**src/rtl/nn_3.sv**
```systemverilog
// rtl/nn_3.sv - single-layer Q16.16 dot-product engine over an external 8Kx32 memory
// Optional feature: define NN_RELU_EN to let cfg bit 8 enable the ReLU activation.
module nn_3 (
    input  logic        clk,
    input  logic        rst,
    input  logic        sel,
    input  logic        RW,
    input  logic [12:0] addr,
    input  logic [31:0] din,
    output logic [31:0] dout,
    input  logic        pushA,
    input  logic        firstA,
    input  logic        lastA,
    input  logic [31:0] dataA,
    output logic        stopA,
    output logic        pushB,
    output logic        firstB,
    output logic        lastB,
    output logic [31:0] dataB,
    input  logic        stopB,
    output logic [12:0] mwadr,
    output logic        mwrite,
    output logic [31:0] mwdata,
    output logic [12:0] mr0,
    output logic [12:0] mr1,
    input  logic [31:0] mrdata0,
    input  logic [31:0] mrdata1
);
    typedef enum logic [2:0] {S_IDLE, S_BIAS, S_MAC, S_DRAIN, S_OUT} state_t;

    state_t             state, state_nx;
    logic [6:0]         count, ni, cnt_new;
    logic [5:0]         j, i, no_m1, wr_idx;
    logic               drain_cnt, wr_ok;
    logic signed [31:0] op_a, op_b;
    logic signed [63:0] full_prod;
    logic [31:0]        prod, acc, acc_next, result;
    logic               v1, v2;
    logic               a_acc, b_acc, last_i, last_j;
`ifdef NN_RELU_EN
    logic               relu;
`endif

    assign stopA  = sel | (state != S_IDLE);
    assign a_acc  = pushA & ~stopA;
    assign b_acc  = pushB & ~stopB;
    assign last_i = ({1'b0, i} == ni - 7'd1);
    assign last_j = (j == no_m1);

    // Input word placement: restart on firstA or empty buffer, drop past 64 words.
    always_comb begin
        wr_ok   = 1'b1;
        wr_idx  = 6'd0;
        cnt_new = count;
        if (firstA || count == 7'd0) begin
            cnt_new = 7'd1;
        end else if (count < 7'd64) begin
            wr_idx  = count[5:0];
            cnt_new = count + 7'd1;
        end else begin
            wr_ok = 1'b0;
        end
    end

    always_comb begin
        state_nx = state;
        case (state)
            S_IDLE:  if (a_acc && lastA) state_nx = S_BIAS;
            S_BIAS:  state_nx = S_MAC;
            S_MAC:   if (last_i) state_nx = S_DRAIN;
            S_DRAIN: if (drain_cnt) state_nx = S_OUT;
            S_OUT:   if (b_acc) state_nx = last_j ? S_IDLE : S_BIAS;
            default: state_nx = S_IDLE;
        endcase
    end

    // mr0 carries the host address in IDLE and cfg (address 0) while in BIAS.
    always_comb begin
        mr0 = 13'h0000;
        mr1 = 13'h0000;
        case (state)
            S_IDLE: mr0 = addr;
            S_BIAS: mr1 = 13'h0040 + {7'b0, j};
            S_MAC: begin
                mr0 = 13'h1800 + {7'b0, i};
                mr1 = 13'h0100 + {1'b0, j, i};
            end
            default: ;
        endcase
    end

    assign full_prod = 64'(op_a) * 64'(op_b);
    assign acc_next  = (state == S_BIAS) ? mrdata1 : (v2 ? acc + prod : acc);
`ifdef NN_RELU_EN
    assign result = (relu && acc_next[31]) ? 32'h0 : acc_next;
`else
    assign result = acc_next;
`endif

    always_ff @(posedge clk) begin
        if (rst) begin
            state     <= S_IDLE;
            dout      <= '0;
            mwrite    <= 1'b0;
            mwadr     <= '0;
            mwdata    <= '0;
            pushB     <= 1'b0;
            firstB    <= 1'b0;
            lastB     <= 1'b0;
            dataB     <= '0;
            count     <= '0;
            ni        <= '0;
            j         <= '0;
            i         <= '0;
            no_m1     <= '0;
            drain_cnt <= 1'b0;
            op_a      <= '0;
            op_b      <= '0;
            prod      <= '0;
            acc       <= '0;
            v1        <= 1'b0;
            v2        <= 1'b0;
`ifdef NN_RELU_EN
            relu      <= 1'b0;
`endif
        end else begin
            state  <= state_nx;
            mwrite <= 1'b0;
            if (state == S_IDLE && sel) begin
                if (RW) begin
                    mwrite <= 1'b1;
                    mwadr  <= addr;
                    mwdata <= din;
                end else begin
                    dout <= mrdata0;
                end
            end
            if (a_acc) begin
                if (wr_ok) begin
                    mwrite <= 1'b1;
                    mwadr  <= 13'h1800 + {7'b0, wr_idx};
                    mwdata <= dataA;
                end
                count <= lastA ? 7'd0 : cnt_new;
                if (lastA) begin
                    ni <= cnt_new;
                    j  <= '0;
                end
            end
            if (state == S_BIAS && j == 6'd0) begin
                no_m1 <= mrdata0[5:0];
`ifdef NN_RELU_EN
                relu  <= mrdata0[8];
`endif
            end
            // Two-stage multiplier: operand register, then product register.
            op_a      <= mrdata0;
            op_b      <= mrdata1;
            v1        <= (state == S_MAC);
            prod      <= 32'(full_prod >>> 16);
            v2        <= v1;
            acc       <= acc_next;
            i         <= (state == S_MAC) ? i + 6'd1 : 6'd0;
            drain_cnt <= (state == S_DRAIN) ? ~drain_cnt : 1'b0;
            if (state == S_DRAIN && drain_cnt) begin
                pushB  <= 1'b1;
                dataB  <= result;
                firstB <= (j == 6'd0);
                lastB  <= last_j;
            end
            if (state == S_OUT && b_acc) begin
                pushB <= 1'b0;
                j     <= j + 6'd1;
            end
        end
    end
endmodule

```
**config.mk**
```make
export PLATFORM = sky130hd
export DESIGN_NAME = nn_3
export DESIGN_NICKNAME = d
export VERILOG_FILES = /design/src/rtl/nn_3.sv
export SDC_FILE = /design/constraint.sdc
export NUM_CORES = 2
export LEC_CHECK = 0
export BUFFER_PORTS_ARGS = -buffer_cell sky130_fd_sc_hd__buf_4
export CORE_UTILIZATION = 55
export CTS_CLUSTER_SIZE = 14
export DETAILED_ROUTE_END_ITERATION = 10
export PLACE_DENSITY = 0.77
export SLEW_MARGIN = 20
export SYNTH_ARGS = -nofsm -noshare
export SYNTH_HDL_FRONTEND = slang
export SYNTH_SLANG_ARGS = --single-unit
```
**constraint.sdc**
```tcl
create_clock -name clk -period 7.45 [get_ports clk]
set_clock_uncertainty 0.15 [all_clocks]
set_input_delay 0.3725 -clock clk [delete_from_list [all_inputs] [get_ports clk]]
set_output_delay 0.3725 -clock clk [all_outputs]
set_load 0.005 [all_outputs]
```
==> qor.csv <==
metric,value,unit
num_vias,33221,
timing.critical_path.arrival,7700,ps
ys_dominant_reg_cell,sky130_fd_sc_hd__dfxtp_1,
dp_hpwl,89900,um
peakVddDrop,0.528,mV
final_common_cell,sky130_fd_sc_hd__fa_1,
worst_path_dominant_cell_family,adder cells,
first_global_vias,34796,
power.sequential.fraction,13.4,%
num-nets-final,6116,
route.met2.wl,57100,um
power.clock.fraction,11.2,%
critical-path-top-cell-by-count,sky130_fd_sc_hd__fa_1,
drt_drc_violations_left,0,
maxCapViolations,0,
timing.setup.critical_path_class,reg2reg,
synth.top_cells.by_area,"sky130_fd_sc_hd__fa_1 (41%), sky130_fd_sc_hd__dfxtp_1 (14%), sky130_fd_sc_hd__inv_1 (7.4%)",
synth.largest_area_cell,sky130_fd_sc_hd__fa_1,
grt_start_max_net_pins,141,
vias_per_cell,5.62,
synth-edff-count,0,
die_area,75000,um2
seq_cells_post_synth,279,
synthXorXnorAreaFrac,2.57,%
multiplexer_area_fraction_after_synthesis,1.07,%
pwr_density_cell,292,nW/um2
power.switching,6.74,mW
rsz0062_at_grt,yes,
layout-drive-gt1-share,13.6,%
worst_hold_slack,127,ps
m1WireLength,47100,um
drt_first_iter_violations,2693,
synth_warnings,0,
number_of_buffers_added_on_ports,288,
fp.dieH,274,um
largest_family_of_logic_cells_by_synthesized_area,adder cells,
highest-signal-layer,met5,
floorplan.core_area,73100,um2
top_level_ports,289,
share_comb_of_total_power,75.5,%
p_leak,22.7,nW
synth_cells,4511,
drt_pass1_iterations,5,
ant_nets,0,
clk_pin_slew_worst_paths,60,ps
clk_root_buffer_cell,sky130_fd_sc_hd__clkbuf_16,
setup_violations,0,
ctsHtreeMaxLevel,1,
track_usage,32.2,%
worst_setup_path_start_kind,register,
placement_rows,99,
synth_compound_area_share,6.46,%
n_fill_cell,5580,
status,completed,
yosys.area_share.adder,47.6,%
initial_utilization,55.6,%
yosys.area.top_type_share,41.3,%
antenna_found_initial,5,
cts_max_path_buffers,3,
netlist-cell-type-count,75,
cts_sinks,279,
worstSetupEndpointType,register,
total_grt_overflow,0,
ys_async_sr_fraction,0,%
tritoncts_clock_tree,done,
die_w,274,um
post_synth_instance_area,40600,um2
p_int,7.39,mW
detail_route.wirelength,124000,um
seq_area_frac_synth,13.7,%
finalCritPeriodShare,98.8,%
place.gp.congestion,0.941,
met3RoutedLength,13000,um
number_of_hold_violations_in_the_final_report,0,
swShare,47.7,%
cp_num_buf_inv,4,
holdCritPathClass,in2reg,
synth_simple_gate_area_share,18.6,%
layout.cells.most_common_list,"sky130_fd_sc_hd__fa_1 (819), sky130_fd_sc_hd__inv_1 (799), sky130_fd_sc_hd__nand2_1 (690)",
cts-buffers-inserted,29,
worst_path_max_delay_cell,sky130_fd_sc_hd__fa_1,
grt_first_pass_wirelength,189000,um
clk_latency,610,ps
fin_crit,7360,ps
timing.max_slew.rel_slack,38.6,%
mappedNetlistNets,5702,
critical-path-max-stage-delay,570,ps
synth.avg_cell_area,9.01,um2
fmax,136,MHz
top_fanout_value_on_the_critical_path,7,
syn_to_final_growth,19.1,%
finalMaxSlewViolations,0,
worstPathCellList,buf_4 > clkbuf_16 > and2_1 > fa_1 > fa_1 > inv_1 > fa_1 > fa_1 > inv_1 > fa_1 > fa_1 > fa_1 > fa_1 > ha_1 > a21oi_1 > o21ai_0 > a311oi_2 > nor2_2 > a311oi_2 > nor2_4 > a41oi_2 > o21bai_1 > mux2_4,
fin_total_pwr,14.1,mW
worstPathRequired,7780,ps
worst_pin_slew,921,ps
post_drt_wl_per_cell,21.0,um
-- flip-flops by register name, summed over array words and instances (netlist names), 7 cells and up --
register  cells
ni            7
prod         32
mwdata       32
dout         32
dataB        32
count         7
acc          32
op_a         32
mwadr        13
op_b         32
-- repair_timing --
action                                 CTS  global route
endpoints found under the hold margin  169             0
gates cloned                             0            18
pin swaps                                1            54
setup buffers                            0            24
gates resized for setup                  8           112
hold buffers                           142             0
setup endpoints to repair                9            21
-- synthesized netlist by cell type (6+ instances only) --
cell,count
sky130_fd_sc_hd__nor2_1,218
sky130_fd_sc_hd__a21oi_1,126
sky130_fd_sc_hd__clkbuf_1,255
sky130_fd_sc_hd__nand2_1,694
sky130_fd_sc_hd__nor2b_1,81
sky130_fd_sc_hd__o21ai_0,38
sky130_fd_sc_hd__a21o_1,39
sky130_fd_sc_hd__a311oi_1,42
sky130_fd_sc_hd__a31oi_1,23
sky130_fd_sc_hd__a21boi_0,6
sky130_fd_sc_hd__o21ai_1,10
sky130_fd_sc_hd__mux2i_1,35
sky130_fd_sc_hd__and3_1,14
sky130_fd_sc_hd__dfxtp_1,279
sky130_fd_sc_hd__nand4_1,8
sky130_fd_sc_hd__o211ai_1,6
sky130_fd_sc_hd__xnor2_1,79
sky130_fd_sc_hd__a211oi_1,29
sky130_fd_sc_hd__nor3_1,33
sky130_fd_sc_hd__nand2b_1,21
sky130_fd_sc_hd__ha_1,203
sky130_fd_sc_hd__o21a_1,8
sky130_fd_sc_hd__nor4_1,8
sky130_fd_sc_hd__xor2_1,40
sky130_fd_sc_hd__nand3b_1,10
sky130_fd_sc_hd__fa_1,839
sky130_fd_sc_hd__and2_1,435
sky130_fd_sc_hd__inv_1,805
sky130_fd_sc_hd__nand3_1,32
-- final timing paths --
check | from | to | slack (ps) | cells after the start
setup / recovery | op_b[10] | prod[29] | 90 | 23
hold / removal | stopB | state[0] | 130 | 5
setup reg to reg | op_b[10] | prod[29] | 90 | 23
hold reg to reg | v1 | v2 | 290 | 1
-- power by group through the flow --
stage,clock network [mW],logic [mW],registers (mW)
after floorplan,0,6.57,1.85
after global placement,0,9.63,1.90
after detailed placement,0,9.83,1.90
after CTS,1.59,10.1,1.87
after global routing,1.65,11.7,1.90
final,1.58,10.7,1.89
-- worst min-delay path: stages --
cell and delay (ps):
sky130_fd_sc_hd__buf_4 80, sky130_fd_sc_hd__nor2b_1 70, sky130_fd_sc_hd__nand2_1 90, sky130_fd_sc_hd__and3_1 160, sky130_fd_sc_hd__nor4_1 50
-- kinds of logic (layout without fill, tap and decap cells) --
group / Yosys count / count (layout)
xor gates and xnor gates: 119 / 119
adders and majority gates: 1042 / 1042
and+or+nand+nor: 1578 / 1578
DFF: 279 / 279
buffers and inverters: 1071 / 1508
AOI/OAI and AO/OA: 380 / 380
other: 0 / 2
muxes: 42 / 42
-- metal layers --
layer  global-route usage [%]  vias up
met5                        0        -
met4                     12.6        4
met3                     6.46      354
met2                     52.0     1737
met1                     42.7    16740
li1                         -    14386
-- layout make-up --
| class | instances | area [um2] | area share (%) |
|---|---|---|---|
| diodes | 2 | 5.00 | 0.0103 |
| clock buffers | 41 | 841 | 1.74 |
| clock inverters | 13 | 171 | 0.354 |
| inverters | 806 | 3030 | 6.25 |
| multi-input cells | 3161 | 31300 | 64.6 |
| flip-flops and latches | 279 | 5660 | 11.7 |
| well taps | 959 | 1200 | 2.48 |
| repair buffers | 648 | 6210 | 12.8 |
-- per-stage QoR --
step / std cells / cell area [um2] / utilization (%) / setup WS (ps) / setup TNS, ps
2_1_floorplan: 4511 / 40600 / - / 139 / 0
3_3_place_gp: 5669 / 44900 / 61.4 / -135 / -512
3_5_place_dp: 5669 / 44900 / 61.4 / -203 / -876
4_1_cts: 5865 / 47300 / 64.8 / 5.37 / 0
5_1_grt: 5907 / 48400 / 66.2 / -105 / -446
6_report: 5909 / 48400 / 66.2 / 86.6 / 0
No activity file was read; power rests on OpenSTA's default activity.
